===== src/rtl/axis_multibeat_headerizer_pkg.sv =====
// Shared types and sizing helpers for the AXIS multi-beat headerizer.
// FSM state encoding and header width / beat-count computation.
package axis_multibeat_headerizer_pkg;

  typedef enum logic [1:0] {
    IDLE = 2'd0,
    HDR  = 2'd1,
    BODY = 2'd2
  } st_t;

  function automatic int ceil_div(input int a, input int b);
    return (a + b - 1) / b;
  endfunction

  function automatic int hdr_width(
    input int en_d, input int en_i, input int en_u,
    input int dw,   input int iw,   input int uw);
    return 1 + ((en_d != 0) ? dw : 0)
             + ((en_i != 0) ? iw : 0)
             + ((en_u != 0) ? uw : 0);
  endfunction

endpackage


===== src/rtl/axis_reg_slice.sv =====
// Full-throughput 2-entry AXIS skid buffer; all m_* outputs registered.
// Ports: s_* upstream data/keep/last/valid/ready, m_* downstream same.
module axis_reg_slice #(
  parameter int DATA_WIDTH = 64
) (
  input  logic                    clk,
  input  logic                    rst_n,
  input  logic [DATA_WIDTH-1:0]   s_data,
  input  logic [DATA_WIDTH/8-1:0] s_keep,
  input  logic                    s_last,
  input  logic                    s_valid,
  output logic                    s_ready,
  output logic [DATA_WIDTH-1:0]   m_data,
  output logic [DATA_WIDTH/8-1:0] m_keep,
  output logic                    m_last,
  output logic                    m_valid,
  input  logic                    m_ready
);

  logic [DATA_WIDTH-1:0]   sk_data;
  logic [DATA_WIDTH/8-1:0] sk_keep;
  logic                    sk_last;
  logic                    sk_valid;

  // Ready depends only on skid occupancy, so it is a
  // registered signal and breaks the ready path.
  assign s_ready = !sk_valid;

  always_ff @(posedge clk) begin
    if (!rst_n) begin
      m_valid  <= 1'b0;
      sk_valid <= 1'b0;
    end else if (!sk_valid) begin
      if (!m_valid || m_ready) begin
        m_valid <= s_valid;
        m_data  <= s_data;
        m_keep  <= s_keep;
        m_last  <= s_last;
      end else if (s_valid) begin
        sk_valid <= 1'b1;
        sk_data  <= s_data;
        sk_keep  <= s_keep;
        sk_last  <= s_last;
      end
    end else if (m_ready) begin
      m_data   <= sk_data;
      m_keep   <= sk_keep;
      m_last   <= sk_last;
      sk_valid <= 1'b0;
    end
  end

endmodule


===== src/rtl/axis_multibeat_headerizer.sv =====
// Prefixes each AXIS packet with header beat(s) carrying TDEST/TID/TUSER
// and first-beat TLAST. Ports: sides_* input stream, hdr_* output, pkt_count.
module axis_multibeat_headerizer
  import axis_multibeat_headerizer_pkg::*;
#(
  parameter int DATA_WIDTH = 64,
  parameter int DEST_WIDTH = 16,
  parameter int ID_WIDTH   = 16,
  parameter int USER_WIDTH = 8,
  parameter int EN_DEST    = 1,
  parameter int EN_ID      = 1,
  parameter int EN_USER    = 1,
  parameter int TLAST_HACK = 0
) (
  input  logic                    clk,
  input  logic                    rst_n,
  input  logic [DATA_WIDTH-1:0]   sides_TDATA,
  input  logic [DATA_WIDTH/8-1:0] sides_TKEEP,
  input  logic                    sides_TLAST,
  input  logic                    sides_TVALID,
  output logic                    sides_TREADY,
  input  logic [DEST_WIDTH-1:0]   sides_TDEST,
  input  logic [ID_WIDTH-1:0]     sides_TID,
  input  logic [USER_WIDTH-1:0]   sides_TUSER,
  output logic [DATA_WIDTH-1:0]   hdr_TDATA,
  output logic [DATA_WIDTH/8-1:0] hdr_TKEEP,
  output logic                    hdr_TLAST,
  output logic                    hdr_TVALID,
  input  logic                    hdr_TREADY,
  output logic [31:0]             pkt_count
);

  localparam int KW = DATA_WIDTH / 8;
  localparam int HDR_W = hdr_width(EN_DEST, EN_ID, EN_USER,
                                   DEST_WIDTH, ID_WIDTH, USER_WIDTH);
  localparam int HDR_BEATS = ceil_div(HDR_W, DATA_WIDTH);
  localparam int HDR_TOT = HDR_BEATS * DATA_WIDTH;
  localparam int BCW = (HDR_BEATS > 1) ? $clog2(HDR_BEATS) : 1;

  // Packed field offsets, LSB first; disabled fields take no space.
  localparam int USER_OFF = 0;
  localparam int ID_OFF   = USER_OFF + ((EN_USER != 0) ? USER_WIDTH : 0);
  localparam int DEST_OFF = ID_OFF + ((EN_ID != 0) ? ID_WIDTH : 0);
  localparam int LAST_OFF = DEST_OFF + ((EN_DEST != 0) ? DEST_WIDTH : 0);

  st_t                  st;
  logic [BCW-1:0]       beat_cnt;
  logic [HDR_TOT-1:0]   hdr_next;
  logic [HDR_TOT-1:0]   hdr_reg;
  logic [DATA_WIDTH-1:0] hdr_beat;

  logic                  core_valid;
  logic                  core_ready;
  logic [DATA_WIDTH-1:0] core_data;
  logic [KW-1:0]         core_keep;
  logic                  core_last;

  always_comb begin
    hdr_next = '0;
    if (EN_USER != 0)
      hdr_next |= HDR_TOT'(sides_TUSER) << USER_OFF;
    if (EN_ID != 0)
      hdr_next |= HDR_TOT'(sides_TID) << ID_OFF;
    if (EN_DEST != 0)
      hdr_next |= HDR_TOT'(sides_TDEST) << DEST_OFF;
    hdr_next |= HDR_TOT'(sides_TLAST) << LAST_OFF;
  end

  always_comb begin
    hdr_beat = '0;
    for (int k = 0; k < HDR_BEATS; k++)
      if (beat_cnt == BCW'(k))
        hdr_beat = hdr_reg[k*DATA_WIDTH +: DATA_WIDTH];
  end

  always_comb begin
    core_valid   = 1'b0;
    core_data    = '0;
    core_keep    = '0;
    core_last    = 1'b0;
    sides_TREADY = 1'b0;
    unique case (1'b1)
      (st == HDR): begin
        core_valid = 1'b1;
        core_data  = hdr_beat;
        core_keep  = '1;
      end
      (st == BODY): begin
        core_valid   = sides_TVALID;
        core_data    = sides_TDATA;
        core_keep    = sides_TKEEP;
        core_last    = (TLAST_HACK != 0) ? 1'b1 : sides_TLAST;
        sides_TREADY = core_ready;
      end
      default: ;
    endcase
  end

  always_ff @(posedge clk) begin
    if (!rst_n) begin
      st       <= IDLE;
      beat_cnt <= '0;
    end else begin
      unique case (st)
        IDLE: if (sides_TVALID) begin
          hdr_reg  <= hdr_next;
          beat_cnt <= '0;
          st       <= HDR;
        end
        HDR: if (core_ready) begin
          if (beat_cnt == BCW'(HDR_BEATS - 1)) begin
            beat_cnt <= '0;
            st       <= BODY;
          end else begin
            beat_cnt <= beat_cnt + BCW'(1);
          end
        end
        BODY: if (sides_TVALID && core_ready &&
                  ((TLAST_HACK != 0) || sides_TLAST))
          st <= IDLE;
        default: st <= IDLE;
      endcase
    end
  end

  always_ff @(posedge clk) begin
    if (!rst_n)
      pkt_count <= '0;
    else if (hdr_TVALID && hdr_TREADY && hdr_TLAST)
      pkt_count <= pkt_count + 32'd1;
  end

  axis_reg_slice #(
    .DATA_WIDTH(DATA_WIDTH)
  ) u_slice (
    .clk     (clk),
    .rst_n   (rst_n),
    .s_data  (core_data),
    .s_keep  (core_keep),
    .s_last  (core_last),
    .s_valid (core_valid),
    .s_ready (core_ready),
    .m_data  (hdr_TDATA),
    .m_keep  (hdr_TKEEP),
    .m_last  (hdr_TLAST),
    .m_valid (hdr_TVALID),
    .m_ready (hdr_TREADY)
  );

endmodule

===== config.mk =====
export PLATFORM = sky130hd
export DESIGN_NAME = axis_multibeat_headerizer
export DESIGN_NICKNAME = d
export VERILOG_FILES = /design/src/rtl/axis_multibeat_headerizer_pkg.sv /design/src/rtl/axis_reg_slice.sv /design/src/rtl/axis_multibeat_headerizer.sv
export SDC_FILE = /design/constraint.sdc
export NUM_CORES = 1
export LEC_CHECK = 0
export ABC_AREA = 1
export CAP_MARGIN = 20
export CORE_MARGIN = 2
export CORE_UTILIZATION = 25
export DETAILED_ROUTE_END_ITERATION = 10
export HOLD_SLACK_MARGIN = 0.1
export PLACE_DENSITY_LB_ADDON = 0.15
export RECOVER_POWER = 50
export SKIP_LAST_GASP = 1
export SLEW_MARGIN = 30
export SYNTH_ARGS = -nofsm -noshare
export SYNTH_HDL_FRONTEND = slang
export SYNTH_SLANG_ARGS = --single-unit
export TNS_END_PERCENT = 50

===== constraint.sdc =====
create_clock -name clk -period 12.2 [get_ports clk]
set_input_delay 1.22 -clock clk [delete_from_list [all_inputs] [get_ports clk]]
set_output_delay 1.22 -clock clk [all_outputs]
set_load 0.03 [all_outputs]

# Word-level counts from Yosys, hierarchy flattened
# Cells that the tools add are included.
# totals
elab_cells,70
regBits,247
# op_classes
mux,28
addsub,2
eq_ne,7
bitwise_logic,5
n_reduce_logical,16
# op_table
cell,n
$mux W64,4
$pmux W64 S2,1
$or A40 B41 Y41,1
$or A24 B40 Y40,1
$add A32 B1 Y32 const B,1
$mux W8,3
$or A8 B24 Y24,1
$pmux W8 S2,1
$mux W1,12
$reduce_and A3 Y1,3
$mux W2,4
$ne A2 B2 Y1 const B,4
$reduce_and A4 Y1,2
$pmux W2 S3,1
$logic_and A1 B1 Y1,4
$pmux W1 S2,2
$reduce_bool A2 Y1,2
$eq A2 B1 Y1 const B,1
$eq A2 B2 Y1 const B,1
$logic_not A1 Y1,2
$logic_not A2 Y1,1
$ne A2 B1 Y1 const B,1
$not A1 Y1,2
$reduce_and A2 Y1,1
other kinds (2),2

# Depth between registers and ports, before layout
# depth
word_depth,5
ltp_mapped,9
mapped_depth_nobuf,9

# Cells and area by module
# A second synthesis with hierarchy kept.
# unflattened
hier_cells,958
area_unflattened_um2,9566.7
# modules_own_cells
module,n_inst,cells_each,area_per_inst_um2,seq_area_each_um2
axis_reg_slice,1,398,5442.7,4424.2
axis_multibeat_headerizer,1,560,4124.0,1911.8

# Least setup slack after synthesis
# OpenSTA, ideal clock, no wires.
# synth_path
path_kind,input -> register
start,in sides_TVALID
end,reg u_slice.sk_data[0] (enable)
setup_ns,0.594
arrival_ns,6.450
stages,4
path_buffers,0
path_slack_ns,5.156
cell_sequence,nand2_1 -> a21oi_1 -> nand2_1 -> nor3_1
# synth_via
elab_chain_cells,2
# synth_rtl
item,line_no,rtl
from (decl),axis_multibeat_headerizer.sv:20,"input logic sides_TVALID,"
$pmux W1 S2,axis_multibeat_headerizer.sv:82,unique case (1'b1)
$reduce_and A4 Y1 (no source line),-,
to (signal assigned),axis_reg_slice.sv:41,sk_data <= s_data;
to (decl),axis_reg_slice.sv:20,logic [DATA_WIDTH-1:0] sk_data;
# No other way between the ends.
# A chain may end at the register's enable or synchronous reset.

# Final worst setup path
# layout_path
start,reg st[0]
end,out sides_TREADY
# layout_via
elab_chain_cells,2
# layout_rtl
item,line_no,rtl
from (decl),axis_multibeat_headerizer.sv:46,st_t st;
from (signal assigned),axis_multibeat_headerizer.sv:101,st <= IDLE;
from (signal assigned),axis_multibeat_headerizer.sv:108,st <= HDR;
from (signal assigned),axis_multibeat_headerizer.sv:113,st <= BODY;
$eq A2 B2 Y1,axis_multibeat_headerizer.sv:88,(st == BODY): begin
$mux W1,axis_multibeat_headerizer.sv:82,
to (decl),axis_multibeat_headerizer.sv:21,"output logic sides_TREADY,"
# No other way between the ends.

==> key figures <==
Timing
  – Setup tns final: 0 ps
  – Final setup fails: 0
  – Final Critical Period: 5785 ps
  – Actual slew at the worst max-slew pin: 1978 ps
  – Slew Limit Fails: 42
  – RSZ-0062 raised after global routing: no
  – Final hold slack: 500.0 ps
  – Clk_skew: 11.86 ps
  – Tcrit/Tclk final: 0.4742
  – Rel. slew slack: -0.3188
  – Final count of hold timing violations: 0
  – Fmax: 0.1729 GHz

Yosys
  – Distinct cell type count after synthesis: 27
  – Async S/R FF share, synth: 0
  – Number of flops mapped to enable cells by yosys: 187
  – Mapped Area: 9363 um2
  – Compound-Gate Fraction of Synth Area: 0.06040
  – Main combinational cell family by area after synthesis: simple AND/OR/NAND/NOR gates
  – Syn Nets: 1,054
  – Mux cell area share after synthesis: 0
  – Sequential area share after synthesis: 0.6767
  – #FFs+latches synth: 223
  – Cells after Synth: 932
  – Syn Area/Cell: 10.05 um2
  – Ys Warns: 0
  – Xor/xnor share of the synthesized area: 0
  – Synth Area in Adders: 0.006682
  – Post-synthesis simple-gate area fraction: 0.2138
  – Most used DFF post-synth: edfxtp_1

Pwr
  – Reg power frac: 0.409
  – Pwr per Cell Area: 185.9 nW/um2
  – Sw Ratio: 0.3182
  – Comb pwr share: 0.254
  – Int Power: 1653 uW
  – Clk network pwr share: 0.337
  – Switching power: 771.3 uW
  – Lkg Pwr: 0.004900 uW
  – VDD IR-drop max: 0.1140 mV

CTS
  – Worst-Skew Late Latency: 540 ps
  – Root buf cell: clkbuf_16
  – CTS tree: built
  – Total CTS buffers: 28
  – Setup bufs post-CTS: 0
  – H-tree Lvls: 1
  – Post-CTS Resized: 0
  – CTS Sinks: 223
  – Clock Pin Slew Worst Setup and Hold Paths: 60 ps
  – Bufs on Longest Clock Path: 3
  – Hold_buf cts: 0

Critical path
  – Most frequent CP cell: inv_1
  – Reg-to-reg slack, setup: 7390 ps
  – CP Launch Point: st[0]
  – Reg2reg start: st[0]
  – WS Path Type: flop to output pin
  – CP Max Fanout: 41
  – Worst r2r dst: u_slice.sk_data[36]
  – Crit. End Element: output pin
  – Slowest stage cell, crit path: clkbuf_1
  – Type of origin of the critical path: flop
  – CP Data Required Time: 10,980 ps
  – Max stage delay on crit path: 1500 ps
  – Crit path DAT: 4560 ps
  – CP cell instances: inv_1 -> ha_1 -> clkbuf_1 -> inv_1 -> nor2_1 -> clkdlybuf4s50_1
  – Crit path to: sides_TREADY
  – FF-to-FF path depth: 8

Die
  – FP Rows: 70
  – Die area: 39,010 um2
  – I/O pins: 224
  – Core area: 36,790 um2
  – Initial Util: 0.2545
  – Chip width: 197.5 um
  – Die height: 197.5 um

Route
  – Via density: 4.219
  – Routed WL: 25.81 mm
  – Vias: 6,948
  – DRC: 0
  – DRT iter0 DRCs: 305
  – Wire per inst: 15.67 um
  – Pre-antenna DRT Iters: 5
  – Routed Antenna Nets: 0

Layout
  – NumNets Final: 1,278
  – Fraction of layout instances using a drive strength above 1: 0.05857
  – Util after Layout: 0.3544
  – Syn-to-layout area delta: 39.24%

Outcome
  – Outcome: finished, violations left
  – Failing checks: capacitance limit, slew limit

GRT
  – Vias in the first global route: 6,849
  – GRT Overall Usage: 0.1303
  – Total grt overflow: 0
  – Largest net degree at the start of global routing: 77
  – Initial antenna violation count: 1
  – First-pass GRT wire length: 39.34 mm

Worst hold path
  – Min-delay worst type: flop to flop

Place
  – HPWL after DPL: 16.56 mm
  – GPL Wtd Cong: 0.7489
  – PortBufs: 223

Run
  – Max cap viols: 1
-- synth_stat cells (4+ instances only) --
master	count	area share
a21oi_1	75	0.040
buf_1	4	0.0016
buf_2	11	0.0059
clkbuf_1	21	0.0084
dfxtp_1	36	0.077
edfxtp_1	187	0.60
ha_1	5	0.0067
inv_1	58	0.023
nand2_1	379	0.15
nand3_1	21	0.011
nand4_1	5	0.0033
nor2_1	66	0.026
nor2_4	4	0.0048
o21ai_0	35	0.019
-- cells by family after synthesis --
| kind of cell | after synthesis |
|---|---|
| adders and majority gates | 5 |
| AOI/OAI and AO/OA | 112 |
| and+or+nand+nor | 491 |
| DFF | 223 |
| buffers and inverters | 101 |
-- cell type report --
class / count / area [um2]
Clock inverter: 21 / 173.9
Sequential cell: 223 / 6340
Antenna cell: 1 / 2.502
Clock buffer: 31 / 733.2
Inverter: 64 / 244.0
Multi-Input combinational cell: 608 / 2660
Timing Repair Buffer: 231 / 2297
Fill cell: 3734 / 23750
Tap cell: 468 / 585.6
-- how the worst min path moves through the flow --
stage | depth (start not counted) | slack, ps | startpoint | end
after floorplan | 2 | 490 | u_slice.sk_keep[6] | u_slice.m_keep[6]
after global placement | 1 | 490 | pkt_count[7] | pkt_count[7]
after detailed placement | 1 | 490 | pkt_count[7] | pkt_count[7]
after CTS | 2 | 510 | pkt_count[5] | pkt_count[5]
after global routing | 2 | 530 | u_slice.sk_data[37] | u_slice.m_data[37]
final | 2 | 500 | pkt_count[5] | pkt_count[5]
-- per-stage QoR --
stage	worst slack (ps)	cell area (um2)	total power [uW]	instances
global route	5823	13030	2553	1646
floorplan	5156	9363	1380	932
finish	6415	13040	2424	1647
CTS	8192	13040	2483	1645
global placement	8428	12110	1644	1592
detailed placement	8355	12130	1649	1593
-- power by group through the flow --
stage               logic [uW]  clock network [uW]  registers, uW
global route               679                 872           1000
finish                     615                 817            992
global placement           633                   0           1010
floorplan                  242                   0           1140
CTS                        641                 846            996
detailed placement         638                   0           1010
-- layout by cell type, fill, tap and decap left out, types with 2 or more instances in the layout --
cell type,count
nand2_1,379
edfxtp_1,187
clkdlybuf4s50_1,146
dlygate4sd3_1,77
a21oi_1,75
nor2_1,65
inv_1,58
o21ai_0,35
dfxtp_1,35
clkbuf_16,29
nand3_1,21
clkinv_1,13
clkinv_2,7
nor2_4,5
nand4_1,5
buf_4,5
ha_1,4
clkbuf_1,4
nor2_2,3
bufinv_16,3
nor3_2,2
nand2_4,2
nor2_8,2
nand2_2,2
o21a_1,2
-- routing by layer --
layer	GRT usage	up-vias	share of wire
li1	-	3535	-
met1	0.1734	3213	0.46
met2	0.2170	164	0.47
met3	0.02698	34	0.053
met4	0.03175	2	0.022
met5	0	-	0.00046
-- worst max-delay path, delay by kind of cell, from the launching register on --
| family | cells | cell delay [ps] |
|---|---|---|
| buf+inv | 4 | 2390 |
| simple gates | 1 | 140 |
| flops | 1 | 350 |
| fa+ha+maj | 1 | 1130 |
(Power assumes the default switching activity.)
